`config.mk`:
```
export PLATFORM = sky130hd
export DESIGN_NAME = bubble_param_ctrl_flat
export DESIGN_NICKNAME = d
export VERILOG_FILES = /design/src/rtl/bubble_param_ctrl_pkg.sv /design/src/rtl/bubble_param_ctrl_if.sv /design/src/rtl/bubble_param_ctrl_key_repeat.sv /design/src/rtl/bubble_param_ctrl.sv /design/src/flat_wrapper.sv
export SDC_FILE = /design/constraint.sdc
export NUM_CORES = 1
export LEC_CHECK = 0
export ABC_AREA = 0
export CORE_MARGIN = 4
export CORE_UTILIZATION = 52
export DETAILED_ROUTE_END_ITERATION = 10
export GPL_TIMING_DRIVEN = 0
export PLACE_DENSITY_LB_ADDON = 0.25
export SETUP_SLACK_MARGIN = 0.5
export SLEW_MARGIN = 0
export SYNTH_ARGS = -nofsm -noshare
export SYNTH_HDL_FRONTEND = slang
export SYNTH_SLANG_ARGS = --single-unit
export TNS_END_PERCENT = 1
```
`constraint.sdc`:
```
create_clock -name clk -period 7.1 [get_ports clk]
set_input_delay 1.42 -clock clk [delete_from_list [all_inputs] [get_ports clk]]
set_output_delay 1.42 -clock clk [all_outputs]
set_load 0.02 [all_outputs]
```
`src/rtl/bubble_param_ctrl_pkg.sv`:
```
// Shared constants, repeat-state type and key priority helper for the
// bubble animation parameter controller.
package bubble_pkg;

    // Joystick word bit positions
    localparam int BTN_IN     = 4;
    localparam int BTN_OUT    = 5;
    localparam int BTN_FASTER = 6;
    localparam int BTN_SLOWER = 7;
    localparam int BTN_PAUSE  = 8;
    localparam int BTN_TRAILS = 9;

    // Positions inside the registered button slice joystick_0[9:4]
    localparam int KEY_IN     = BTN_IN     - BTN_IN;
    localparam int KEY_OUT    = BTN_OUT    - BTN_IN;
    localparam int KEY_FASTER = BTN_FASTER - BTN_IN;
    localparam int KEY_SLOWER = BTN_SLOWER - BTN_IN;
    localparam int KEY_PAUSE  = BTN_PAUSE  - BTN_IN;
    localparam int KEY_TRAILS = BTN_TRAILS - BTN_IN;

    // Defaults and saturation limits
    localparam logic [3:0] ZOOM_DEFAULT  = 4'd8;
    localparam logic [2:0] SPEED_DEFAULT = 3'd3;
    localparam logic [3:0] ZOOM_MAX      = 4'd15;
    localparam logic [2:0] SPEED_MAX     = 3'd7;

    // Auto-repeat timing in frame ticks
    localparam logic [4:0] REPEAT_DELAY = 5'd24;
    localparam logic [4:0] REPEAT_RATE  = 5'd6;

    typedef enum logic [1:0] {
        RPT_IDLE   = 2'd0,
        RPT_FIRST  = 2'd1,
        RPT_DELAY  = 2'd2,
        RPT_REPEAT = 2'd3
    } rpt_state_t;

    // One-hot of the highest-priority held key: In > Out > Faster > Slower
    function automatic logic [3:0] prio_onehot(input logic [3:0] held);
        logic [3:0] sel;
        sel = 4'b0000;
        if (held[KEY_IN]) begin
            sel = 4'b0001;
        end else if (held[KEY_OUT]) begin
            sel = 4'b0010;
        end else if (held[KEY_FASTER]) begin
            sel = 4'b0100;
        end else if (held[KEY_SLOWER]) begin
            sel = 4'b1000;
        end else begin
            sel = 4'b0000;
        end
        return sel;
    endfunction

endpackage

```
`src/rtl/bubble_param_ctrl_if.sv`:
```
// Joystick/vblank inputs and renderer parameter outputs of the controller.
interface bubble_param_ctrl_if;
    logic [31:0] joystick_0;
    logic        vblank;
    logic [3:0]  zoom;
    logic [2:0]  speed;
    logic        paused;
    logic        trails;
    logic        advance;
    logic [3:0]  step;

    modport master (
        output joystick_0, vblank,
        input  zoom, speed, paused, trails, advance, step
    );

    modport slave (
        input  joystick_0, vblank,
        output zoom, speed, paused, trails, advance, step
    );
endinterface

```
`src/rtl/bubble_param_ctrl_key_repeat.sv`:
```
// Auto-repeat engine shared by In/Out/Faster/Slower: picks the highest
// priority held key and emits a one-cycle action pulse on the frame ticks
// where that key should take effect (first tick, after 24, then every 6).
module bubble_key_repeat
    import bubble_pkg::*;
(
    input  logic       clk,
    input  logic       reset_n,
    input  logic       tick,
    input  logic [3:0] held,
    output logic [3:0] act
);

    logic [3:0]  sel_s;
    rpt_state_t  state_r;
    logic [3:0]  key_r;
    logic [4:0]  cnt_r;
    logic        fire_s;

    assign sel_s = prio_onehot(held);

    // Decide whether this tick applies the active key's action
    always_comb begin
        fire_s = 1'b0;
        if (tick && (sel_s == key_r)) begin
            case (state_r)
                RPT_FIRST:  fire_s = 1'b1;
                RPT_DELAY:  fire_s = (cnt_r == (REPEAT_DELAY - 5'd1));
                RPT_REPEAT: fire_s = (cnt_r == (REPEAT_RATE - 5'd1));
                default:    fire_s = 1'b0;
            endcase
        end else begin
            fire_s = 1'b0;
        end
    end

    assign act = fire_s ? key_r : 4'b0000;

    // Repeat state machine and frame-tick counter
    always_ff @(posedge clk or negedge reset_n) begin
        if (!reset_n) begin
            state_r <= RPT_IDLE;
            key_r   <= 4'b0000;
            cnt_r   <= 5'd0;
        end else if (sel_s != key_r) begin
            // Release or a change of active key restarts the engine
            key_r   <= sel_s;
            cnt_r   <= 5'd0;
            state_r <= (sel_s != 4'b0000) ? RPT_FIRST : RPT_IDLE;
        end else if (tick) begin
            case (state_r)
                RPT_IDLE: begin
                    state_r <= RPT_IDLE;
                    cnt_r   <= 5'd0;
                end
                RPT_FIRST: begin
                    state_r <= RPT_DELAY;
                    cnt_r   <= 5'd0;
                end
                RPT_DELAY: begin
                    if (cnt_r == (REPEAT_DELAY - 5'd1)) begin
                        state_r <= RPT_REPEAT;
                        cnt_r   <= 5'd0;
                    end else begin
                        cnt_r   <= cnt_r + 5'd1;
                    end
                end
                RPT_REPEAT: begin
                    if (cnt_r == (REPEAT_RATE - 5'd1)) begin
                        cnt_r <= 5'd0;
                    end else begin
                        cnt_r <= cnt_r + 5'd1;
                    end
                end
                default: begin
                    state_r <= RPT_IDLE;
                    cnt_r   <= 5'd0;
                end
            endcase
        end
    end

endmodule

```
`src/rtl/bubble_param_ctrl.sv`:
```
// Turns joystick buttons into zoom/speed/pause/trails parameters for the
// bubble renderer, updating them once per frame (vblank rising edge) and
// pulsing advance/step to move animation time forward.
module bubble_param_ctrl (
    input  logic               clk,
    input  logic               reset_n,
    bubble_param_ctrl_if.slave bus
);
    import bubble_pkg::*;

    logic [5:0] joy_r;
    logic [1:0] tog_prev_r;
    logic       vblank_r;
    logic       vblank_prev_r;
    logic [3:0] zoom_r;
    logic [2:0] speed_r;
    logic       paused_r;
    logic       trails_r;
    logic       pend_pause_r;
    logic       pend_trails_r;
    logic       advance_r;
    logic [3:0] step_r;

    logic       tick_s;
    logic       tick_next_s;
    logic [1:0] press_s;
    logic [3:0] act_s;
    logic [3:0] zoom_next_s;
    logic [2:0] speed_next_s;
    logic       paused_next_s;
    logic       trails_next_s;
    logic       pend_pause_next_s;
    logic       pend_trails_next_s;
    logic       unused_joy_s;

    assign unused_joy_s = ^{bus.joystick_0[31:BTN_TRAILS+1], bus.joystick_0[BTN_IN-1:0]};

    assign tick_s      = vblank_r & ~vblank_prev_r;
    // Predicts tick_s of the next cycle so advance can be a register
    assign tick_next_s = bus.vblank & ~vblank_r;
    assign press_s     = joy_r[KEY_TRAILS:KEY_PAUSE] & ~tog_prev_r;

    bubble_key_repeat u_key_repeat (
        .clk     (clk),
        .reset_n (reset_n),
        .tick    (tick_s),
        .held    (joy_r[KEY_SLOWER:KEY_IN]),
        .act     (act_s)
    );

    // Next parameter values: everything moves only on a frame tick
    always_comb begin
        zoom_next_s        = zoom_r;
        speed_next_s       = speed_r;
        paused_next_s      = paused_r;
        trails_next_s      = trails_r;
        pend_pause_next_s  = pend_pause_r  | press_s[0];
        pend_trails_next_s = pend_trails_r | press_s[1];
        if (tick_s) begin
            pend_pause_next_s  = 1'b0;
            pend_trails_next_s = 1'b0;
            if (pend_pause_r | press_s[0]) begin
                paused_next_s = ~paused_r;
            end else begin
                paused_next_s = paused_r;
            end
            if (pend_trails_r | press_s[1]) begin
                trails_next_s = ~trails_r;
            end else begin
                trails_next_s = trails_r;
            end
            if (act_s[KEY_IN] && (zoom_r != ZOOM_MAX)) begin
                zoom_next_s = zoom_r + 4'd1;
            end else if (act_s[KEY_OUT] && (zoom_r != 4'd0)) begin
                zoom_next_s = zoom_r - 4'd1;
            end else begin
                zoom_next_s = zoom_r;
            end
            if (act_s[KEY_FASTER] && (speed_r != SPEED_MAX)) begin
                speed_next_s = speed_r + 3'd1;
            end else if (act_s[KEY_SLOWER] && (speed_r != 3'd0)) begin
                speed_next_s = speed_r - 3'd1;
            end else begin
                speed_next_s = speed_r;
            end
        end else begin
            zoom_next_s   = zoom_r;
            speed_next_s  = speed_r;
            paused_next_s = paused_r;
            trails_next_s = trails_r;
        end
    end

    // Input history, parameter registers and the advance/step outputs
    always_ff @(posedge clk or negedge reset_n) begin
        if (!reset_n) begin
            joy_r         <= 6'd0;
            tog_prev_r    <= 2'd0;
            vblank_r      <= 1'b0;
            vblank_prev_r <= 1'b0;
            zoom_r        <= ZOOM_DEFAULT;
            speed_r       <= SPEED_DEFAULT;
            paused_r      <= 1'b0;
            trails_r      <= 1'b0;
            pend_pause_r  <= 1'b0;
            pend_trails_r <= 1'b0;
            advance_r     <= 1'b0;
            step_r        <= {1'b0, SPEED_DEFAULT} + 4'd1;
        end else begin
            joy_r         <= bus.joystick_0[BTN_TRAILS:BTN_IN];
            tog_prev_r    <= joy_r[KEY_TRAILS:KEY_PAUSE];
            vblank_r      <= bus.vblank;
            vblank_prev_r <= vblank_r;
            zoom_r        <= zoom_next_s;
            speed_r       <= speed_next_s;
            paused_r      <= paused_next_s;
            trails_r      <= trails_next_s;
            pend_pause_r  <= pend_pause_next_s;
            pend_trails_r <= pend_trails_next_s;
            advance_r     <= tick_next_s & ~paused_next_s;
            step_r        <= {1'b0, speed_next_s} + 4'd1;
        end
    end

    assign bus.zoom    = zoom_r;
    assign bus.speed   = speed_r;
    assign bus.paused  = paused_r;
    assign bus.trails  = trails_r;
    assign bus.advance = advance_r;
    assign bus.step    = step_r;

endmodule

```
`src/flat_wrapper.sv`:
```
// flat-port wrapper written by rule: the top's interface ports become plain ports
module bubble_param_ctrl_flat import bubble_pkg::*;
  (clk, reset_n, bus_joystick_0, bus_vblank, bus_zoom, bus_speed, bus_paused, bus_trails, bus_advance, bus_step);
  bubble_param_ctrl_if bus_i ();
  input  logic clk;
  input  logic reset_n;
  input wire logic [$bits(bus_i.joystick_0)-1:0] bus_joystick_0;
  input wire logic [$bits(bus_i.vblank)-1:0] bus_vblank;
  output wire logic [$bits(bus_i.zoom)-1:0] bus_zoom;
  output wire logic [$bits(bus_i.speed)-1:0] bus_speed;
  output wire logic [$bits(bus_i.paused)-1:0] bus_paused;
  output wire logic [$bits(bus_i.trails)-1:0] bus_trails;
  output wire logic [$bits(bus_i.advance)-1:0] bus_advance;
  output wire logic [$bits(bus_i.step)-1:0] bus_step;
  assign bus_i.joystick_0 = bus_joystick_0;
  assign bus_i.vblank = bus_vblank;
  assign bus_zoom = bus_i.zoom;
  assign bus_speed = bus_i.speed;
  assign bus_paused = bus_i.paused;
  assign bus_trails = bus_i.trails;
  assign bus_advance = bus_i.advance;
  assign bus_step = bus_i.step;
  bubble_param_ctrl u_core (.clk(clk), .reset_n(reset_n), .bus(bus_i));
endmodule
```
# Word-level counts from Yosys, hierarchy flattened
# Cells that the tools add are included.
dict set report word_totals {
  out_inout_bits 14
  register_bits 37
}
dict set report op_classes {
  n_mux 26
  addsub 6
  n_eq_ne 10
  n_reduce_logical 16
  bitwise 12
}
# operator n
set op_table {}
lappend op_table {{4-bit 2-to-1 mux} 7}
lappend op_table {{5-bit 2-to-1 mux} 4}
lappend op_table {{5-bit one-hot mux with 3 select lines} 1}
lappend op_table {{4-bit nonzero test} 3}
lappend op_table {{3-bit 2-to-1 mux} 3}
lappend op_table {{1-bit 2-to-1 mux} 6}
lappend op_table {{2-bit 2-to-1 mux} 3}
lappend op_table {{3-bit inequality test (second input constant)} 2}
lappend op_table {{2-bit one-hot mux with 3 select lines} 1}
lappend op_table {{5-bit by 1-bit adder with 5-bit output (second input constant)} 1}
lappend op_table {{5-bit by 3-bit == test with 1-bit output (second input constant)} 1}
lappend op_table {{5-bit == test (second input constant)} 1}
lappend op_table {{1-bit logical AND} 5}
lappend op_table {{1-bit inverter} 5}
lappend op_table {{3-bit by 1-bit adder with 4-bit output (second input constant)} 1}
lappend op_table {{4-bit by 1-bit adder with 4-bit output (second input constant)} 1}
lappend op_table {{2-bit == test (second input constant)} 2}
lappend op_table {{4-bit == test} 1}
lappend op_table {{4-bit inequality test} 1}
lappend op_table {{4-bit inequality test (second input constant)} 1}
lappend op_table {{2-bit AND reduction} 2}
lappend op_table {{2-bit nonzero test} 2}
lappend op_table {{4-bit by 1-bit subtractor with 4-bit output (second input constant)} 1}
lappend op_table {{3-bit by 1-bit adder with 3-bit output (second input constant)} 1}
lappend op_table {{other kinds (11)} 14}

# Longest topological paths before layout
# Gate-level depths: netlist of run 1.
dict set report depth {
  word_depth 13
  ltp_mapped 13
}

# Modules after synthesis
# From an unflattened synthesis of run 1, not the netlist that was laid out.
dict set report hier_totals {
  hier_cells 167
  hier_area_um2 1904.3
}
# mod area_each_um2 n_inst cells_per_inst seq_area_each_um2
set by_module_without_submodules {}
lappend by_module_without_submodules {bubble_param_ctrl 1128.6 1 83 655.6}
lappend by_module_without_submodules {bubble_key_repeat 775.7 1 84 275.3}

# Worst setup path after synthesis of run 1
# No wires, ideal clock.
dict set report synth_path {
  path_kind {flip-flop to flip-flop}
  start {reg u_core.u_key_repeat.state_r[0]}
  end {reg u_core.zoom_r[3], in the netlist u_core.bus.zoom[3]}
  period_less_slack_ps 2582
  t_arrival_ps 2499
  setup_ps 83
  stages_incl_launch_ff 14
  required_time_ps 7017
  path_slack_ps 4518
  cell_sequence {dfrtp_1 > inv_1 > ha_1 > nand3_1 > a2111oi_4 > nor2_1 > nor2_2 > nand3_1 > ha_1 > a21o_1 > a21oi_1 > xnor2_1 > nand2_1 > xnor2_1}
}
dict set report synth_via {
  elab_chain_len 7
  word_cells_on_any_way 11
  classes_between {eq/ne (3); mux (4); reduce/logical (4)}
}
# element line_no
set synth_rtl {}
lappend synth_rtl {{from (decl)} bubble_param_ctrl_key_repeat.sv:15} ;# rpt_state_t state_r;
lappend synth_rtl {{from (signal assigned)} bubble_param_ctrl_key_repeat.sv:49} ;# state_r <= (sel_s != 4'b0000) ? RPT_FIRST : RPT_IDLE;
lappend synth_rtl {{2-bit == test / 2-bit by 1-bit == test with 1-bit output (equally long branches)} bubble_param_ctrl_key_repeat.sv:26} ;# case (state_r)
lappend synth_rtl {{1-bit one-hot mux with 3 select lines (*)} bubble_param_ctrl_key_repeat.sv:26}
lappend synth_rtl {{1-bit 2-to-1 mux (*)} bubble_param_ctrl_key_repeat.sv:25} ;# if (tick && (sel_s == key_r)) begin
lappend synth_rtl {{4-bit 2-to-1 mux (*)} bubble_param_ctrl_key_repeat.sv:37} ;# assign act = fire_s ? key_r : 4'b0000;
lappend synth_rtl {{1-bit logical AND (on tied branches)} {bubble_param_ctrl.sv:74, bubble_param_ctrl.sv:72}}
lappend synth_rtl {{2-bit nonzero test (no line)} n/a}
lappend synth_rtl {{2-bit AND reduction (no line)} n/a}
lappend synth_rtl {{to (signal assigned)} bubble_param_ctrl.sv:114} ;# zoom_r <= zoom_next_s;
lappend synth_rtl {{to (decl)} bubble_param_ctrl.sv:15} ;# logic [3:0] zoom_r;
# Every way passes the cells marked *; elsewhere a longest branch is shown, timed or not.
# A chain may end at the register's enable or synchronous reset.

# Final worst setup path of run 1
dict set report layout_path {
  start {reg u_core.speed_r[1], in the netlist u_core.bus.speed[1]}
  end {out bus_speed[1]}
}
# element line_no
set layout_lines {}
lappend layout_lines {{from (decl)} bubble_param_ctrl.sv:16} ;# logic [2:0] speed_r;
lappend layout_lines {{from (signal assigned)} bubble_param_ctrl.sv:115} ;# speed_r <= speed_next_s;
lappend layout_lines {{to (decl)} flat_wrapper.sv:10} ;# output wire logic [$bits(bus_i.speed)-1:0] bus_speed;
# No word-level cell between the ends.

==> results.md, run 1 <==
* Routed Antenna Nets at 0
* Critical-path cell list: clkdlybuf4s50_1
* Via count at around 1.3k
* Min-Delay Endpoint: u_core.tog_prev_r[0]
* Internal at 435 uW
* Clk buf depth at 2
* Synth Warn # at 0
* Largest delay share family, worst path: buffers and inverters
* Crit-path max FO at 6
* Placed Area at between 0.002 and 0.0025 sq mm
* CP Class: reg -> out
* Nets at around 250
* Start of the worst register-to-register path: u_core.u_key_repeat.state_r[0]
* Io pins at 49
* H-tree Lvls at 2
* Worst path buffer plus inverter count at 1
* Synthesis-stage register bit count at 37
* Max-Cap Viols at 0
* Final Cell Area at about 0.0022 sq mm
* Gpl congestion at approximately 0.9
* Grt ovf at 0
* Post-CTS Setup Bufs at 0
* Setup TNS at 0 ns
* Clock power frac at 23.5%
* CP Capture Type: primary output
* Post-synth top flop: dfrtp_1
* Antenna violations before repair at 0
* Starting Density at a little over half
* Logic gate share of total power at 31.4%
* I/O Buffers at 22
* Num CTS Buffers at 5
* Root Driver: clkbuf_4
* Final-report max-slew violation count at 0
* Die W at slightly below 70 um
* Post-Synthesis Cells at about 170
* Sequential fraction of the synthesis area at between 40 and 50%
* Startpoint types: flip-flop
* Asr flop ratio synth at between 90% and 100%
* Critical Path AT at 1.55 ns
* Status: finished clean
* # rows at 21
* Power per Cell Area at 285 mW/mm^2
* Net Sw Frac at between 30% and 40%
* Pre-antenna DRT Iters at 6
* Area growth from synthesis to layout at 19.1%
* Min-Delay Path Class: reg -> reg
* Lkg Pwr at 0.000980 uW
* HP Start: u_core.joy_r[4]
* Routed len/inst at between 10 and 15 um
* Final std cells w/o fill at around 240
* Clk Latency, worst-skew pair at ~0.33 ns
* Post-DR vias/cell at ~5.5
* Clock-pin transition on the worst setup and hold timing paths at roughly 0.11 ns
* Dpl hpwl at ~2.4 mm
* CTS hold repair buffers at 0
* WL final at 3.26 mm
* Hold path cells at 0
* Largest net degree at the start of global routing at 38
* VDD IR max at approximately 180 uV
* Unrepaired setup endpoints after global routing: no
* Critical Path RT at between 5 and 6 ns
* CTS tree: yes
* Max incr delay on CP at between 0.6 and 0.7 ns
* R2R Path End: u_core.bus.zoom[3]
* Net Sw Power at around 200 uW
* First-pass GRT wire length at between 5 and 6 mm
* CTS Sinks at 37
* Final min period at between 2 and 3 ns
* Register share of total power at 45.1%
* R2R setup slack at between 4 and 5 ns
* Ant diodes at 0
* GRT Util Overall at ~17%
* Resize count post-CTS at 0
* Die area at 0.00462 sq mm
* Post-synth EDFFs at 0
* Period utilization at 41.9%
* Post-Place Cells at roughly 240
* Layout cells sized above 1 at 9.60%
* PnR worst setup slack at a little over 4 ns
* Mean post-synth cell area at 11.1 sq um
* Die Ht at between 60 and 70 um
* Hold Slack at a little under 0.4 ns
* Peak Freq at ~0.34 GHz
* Worst-Margin Slew at slightly below 0.8 ns
* Final setup viols at 0
* Slew margin rel. at ~48%
* Fillers at between 200 and 300
* Remaining DRCs at 0
* Mapped Area at ~0.0019 sq mm
* FF-to-FF path depth at 13
* CORE AREA at about 0.0034 sq mm
* Initial drt markers at 88
* Max stage delay cell, worst path: clkdlybuf4s50_1
* Syn nets at about 220
* Vias in the first global route at roughly 1.4k
* Netlist cell types at between 40 and 50
* Final count of hold timing violations at 0
* Skew final at between 0.007 and 0.008 ns
* Setup WS pre-CTS at about 4.3 ns
-- through the flow --
step	power, uW	utilization, %
after detailed placement	492	62.7
after CTS	643	65.2
after global placement	483	62.9
final	635	65.2
after global routing	674	65.2
after floorplan	404	-
-- layout make-up --
type	instances	area (sq um)	share of cell area, %
sequential	37	931	41.8
multi-input combinational	118	891	40.0
timing repair buffer	22	215	9.66
tap	46	57.6	2.58
clock buffer	7	55.1	2.47
inverter	11	41.3	1.85
clock inverter	1	30.0	1.35
buffer	2	7.51	0.337
-- state kept, by name (all words and copies together) (netlist names) --
register	cells
u_core.bus.paused	1
u_core.u_key_repeat.state_r	2
u_core.tog_prev_r	2
u_core.bus.advance	1
u_core.bus.trails	1
u_core.bus.speed	3
u_core.u_key_repeat.cnt_r	5
u_core.u_key_repeat.key_r	4
u_core.vblank_prev_r	1
u_core.joy_r	6
u_core.bus.zoom	4
u_core.pend_trails_r	1
u_core.pend_pause_r	1
u_core.bus.step	4
u_core.vblank_r	1
-- synth_stat cells, drive strengths merged (2+ instances only) --
cell type,n,area share (%)
dfrtp,33,44
nor2,17,3.5
ha,13,8.7
inv,11,2.2
a21oi,10,2.7
nand2,10,2.0
o21ai,8,2.1
xnor2,8,3.7
nor3,6,2.2
nand2b,5,1.7
nand3,5,1.3
dfstp,4,5.6
a211o,3,1.4
nor2b,3,1.0
nor4b,3,2.2
xor2,3,1.4
clkbuf,2,0.40
nor3b,2,0.80
nor4,2,0.67
o22ai,2,0.67
-- cell usage in the layout, fill, tap and decap left out, drive strengths merged, types with 2 or more instances in the layout --
master	netlist	routed
a211o	3	3
a21oi	10	10
clkbuf	2	9
clkdlybuf4s50	0	21
dfrtp	33	33
dfstp	4	4
ha	13	13
inv	11	11
nand2	10	10
nand2b	5	5
nand3	5	5
nor2	17	17
nor2b	3	3
nor3	6	6
nor3b	2	2
nor4	2	2
nor4b	3	3
o21ai	8	8
o22ai	2	2
xnor2	8	8
xor2	3	3
-- cell families after synthesis --
group,share of synthesized area [%]
AOI/OAI and AO/OA,13.9
xor gates and xnor gates,5.15
adders and majority gates,9.77
buffers and inverters,2.61
DFF,49.8
muxes,1.14
and+or+nand+nor,17.7
-- power groups by stage --
stage / logic, uW / clock network [uW] / registers (uW)
floorplan: 81.6 / 0 / 322
global placement: 196 / 0 / 287
detailed placement: 201 / 0 / 291
CTS: 203 / 153 / 287
global route: 219 / 163 / 293
finish: 200 / 149 / 286
-- how the worst max path moves through the flow --
| stage | from | endpoint | slack, ns | cells after the start |
|---|---|---|---|---|
| global placement | reset_n | u_core.joy_r[1] | 3.84 | 1 |
| floorplan | u_core.u_key_repeat.state_r[0] | u_core.bus.zoom[3] | 4.52 | 13 |
| global route | u_core.u_key_repeat.state_r[0] | u_core.bus.zoom[3] | 4.01 | 13 |
| CTS | u_core.bus.speed[1] | bus_speed[1] | 4.11 | 1 |
| finish | u_core.bus.speed[1] | bus_speed[1] | 4.13 | 1 |
| detailed placement | u_core.u_key_repeat.state_r[0] | u_core.bus.zoom[3] | 4.27 | 13 |
-- per-layer routing --
metal	vias up	global-route usage, %	routed length, um
met5	-	0	0
met4	0	6.20	50
met3	4	5.25	125
met2	27	29.2	1680
met1	657	19.4	1400
li1	651	-	-
Power figures use the tool's default switching activity.
==> run 2: changes to the inputs <==
Settings changed: CORE_UTILIZATION 52 to 43.
Clock period 7.1 ns to 2.4 ns, I/O delays scaled along.
==> results.md, run 2 (synthesized netlist as in run 1, its figures left out) <==
* Die area at between 0.005 and 0.006 sq mm
* Pre-antenna DRT Iters at 4
* Failing checks: negative setup slack
* H-tree Lvls at 2
* Gpl congestion at about 0.8
* Max reg flops at 6
* Layout cells sized above 1 at roughly 28%
* Critical Path AT at about 2.6 ns
* Final count of hold timing violations at 0
* Min-Delay Path Class: in -> async
* Io pins at 49
* Slew margin rel. at 46.8%
* Crit-path max FO at 3
* # rows at 23
* Starting Density at 45.5%
* Area growth from synthesis to layout at 35.1%
* Worst path buffer plus inverter count at 2
* Max stage delay cell, worst path: fa_1
* Clk Latency, worst-skew pair at about 0.28 ns
* Final-report max-slew violation count at 0
* Clk buf depth at 2
* CTS Sinks at 37
* Worst-Margin Slew at between 0.7 and 0.8 ns
* Final setup viols at 2
* CTS tree: yes
* Placed Area at 0.00217 sq mm
* Startpoint types: flip-flop
* GRT Util Overall at between 10 and 15%
* Die W at around 74 um
* Final min period at around 2.4 ns
* Clock-pin transition on the worst setup and hold timing paths at approximately 0.08 ns
* CORE AREA at approximately 0.004 sq mm
* Critical Path RT at approximately 2.6 ns
* Max incr delay on CP at about 0.44 ns
* Unrepaired setup endpoints after global routing: yes
* Status: complete, but fails checks
* Post-DR vias/cell at 5.18
* Grt ovf at 0
* Remaining DRCs at 0
* Via count at 1362
* CP Class: reg -> reg
* Initial drt markers at 49
* Setup TNS at -0.0614 ns
* Start of the worst register-to-register path: u_core.u_key_repeat.state_r[0]
* Largest reg by FF count: u_core.joy_r
* First-pass GRT wire length at 5.87 mm
* Largest delay share family, worst path: adder cells
* Power per Cell Area at roughly 750 mW/mm^2
* Vias in the first global route at 1344
* Skew final at a little over 0.008 ns
* Nets at between 200 and 300
* Antenna violations before repair at 0
* Lkg Pwr at 0.00113 uW
* Most common cell after layout, fill and taps aside: dfrtp_1
* Critical-path cell list: inv_2 > ha_4 > nand3_4 > a2111oi_4 > nor2_1 > nor2_2 > nand3_2 > buf_6 > fa_1 > mux2_4
* Routed Antenna Nets at 0
* WL final at approximately 3.6 mm
* CP Capture Type: flip-flop
* Peak Freq at approximately 0.41 GHz
* Ant diodes at 0
* Setup WS pre-CTS at -0.305 ns
* Critical Path Start: u_core.u_key_repeat.state_r[0]
* Largest regs: u_core.joy_r x6, u_core.u_key_repeat.cnt_r x5
* Root Driver: clkbuf_8
* VDD IR max at between 500 and 600 uV
* Num CTS Buffers at 5
* Commonest non-fill, non-tap cells in the layout: dfrtp_1, nor2_1, clkdlybuf4s50_1
* Routed len/inst at 13.7 um
* PnR worst setup slack at -0.0342 ns
* I/O Buffers at 22
* Largest net degree at the start of global routing at 38
* Fillers at 332
* Period utilization at 101%
* Die Ht at 74.0 um
* Final Cell Area at between 0.002 and 0.003 sq mm
* Dpl hpwl at ~2.4 mm
* Max-Cap Viols at 0
[run 2: what timing repair did]
item | CTS | global route
pin swaps | 12 | 14
buffers inserted | 10 | 5
endpoints found under the setup margin | 18 | 19
gates resized for setup | 23 | 13
hold buffers | 0 | 0
[run 2: through the flow]
stage / total power, uW / util [%] / hold slack, ns / cells
finish: 1910 / 61.4 / 0.274 / 263
detailed placement: 1480 / 52.8 / 0.369 / 240
CTS: 1930 / 59.2 / 0.306 / 258
floorplan: 1210 / - / 0.184 / 168
global route: 2030 / 61.4 / 0.333 / 263
global placement: 1440 / 53.0 / 0.361 / 240
[run 2: layer usage]
metal	wire length (um)	vias up	GRT usage, %
li1	-	678	-
met1	1530	659	16.4
met2	1900	21	25.2
met3	126	4	4.19
met4	40	0	4.83
met5	0	-	0
[run 2: final timing paths]
| kind | slack, ns | cells past startpoint | endpoint |
|---|---|---|---|
| max | -0.03 | 10 | u_core.bus.zoom[1] |
| min | 0.27 | 1 | u_core.joy_r[4] |
| max reg2reg | -0.03 | 10 | u_core.bus.zoom[1] |
| min reg2reg | 0.38 | 0 | u_core.tog_prev_r[1] |
| max in group asynchronous | 1.56 | 1 | u_core.u_key_repeat.state_r[0] |
| min in group clk | 0.38 | 0 | u_core.tog_prev_r[1] |
[run 2: power by group]
part / internal (uW) / switching, uW
sequential: 743 / 109
combinational: 316 / 323
clock: 200 / 214
total: 1260 / 646
[run 2: final cells by class]
type / instances / area (sq um) / area share (%)
buffer: 2 / 7.51 / 0.297
clock buffer: 5 / 68.8 / 2.72
clock inverter: 3 / 17.5 / 0.693
inverter: 11 / 41.3 / 1.63
multi-input combinational: 118 / 1050 / 41.5
sequential: 37 / 935 / 37.0
tap: 50 / 62.6 / 2.48
timing repair buffer: 37 / 345 / 13.7
[run 2: worst reg2reg max path: cells and delay by family, from the launching register on]
kind | cells | cell delay, ns
buffers and inverters | 2 | 0.24
AND/OR/NAND/NOR | 4 | 0.44
adder cells (fa/ha/maj) | 2 | 0.58
multiplexers | 1 | 0.27
flip-flops | 1 | 0.42
AO/OA/AOI/OAI | 1 | 0.38
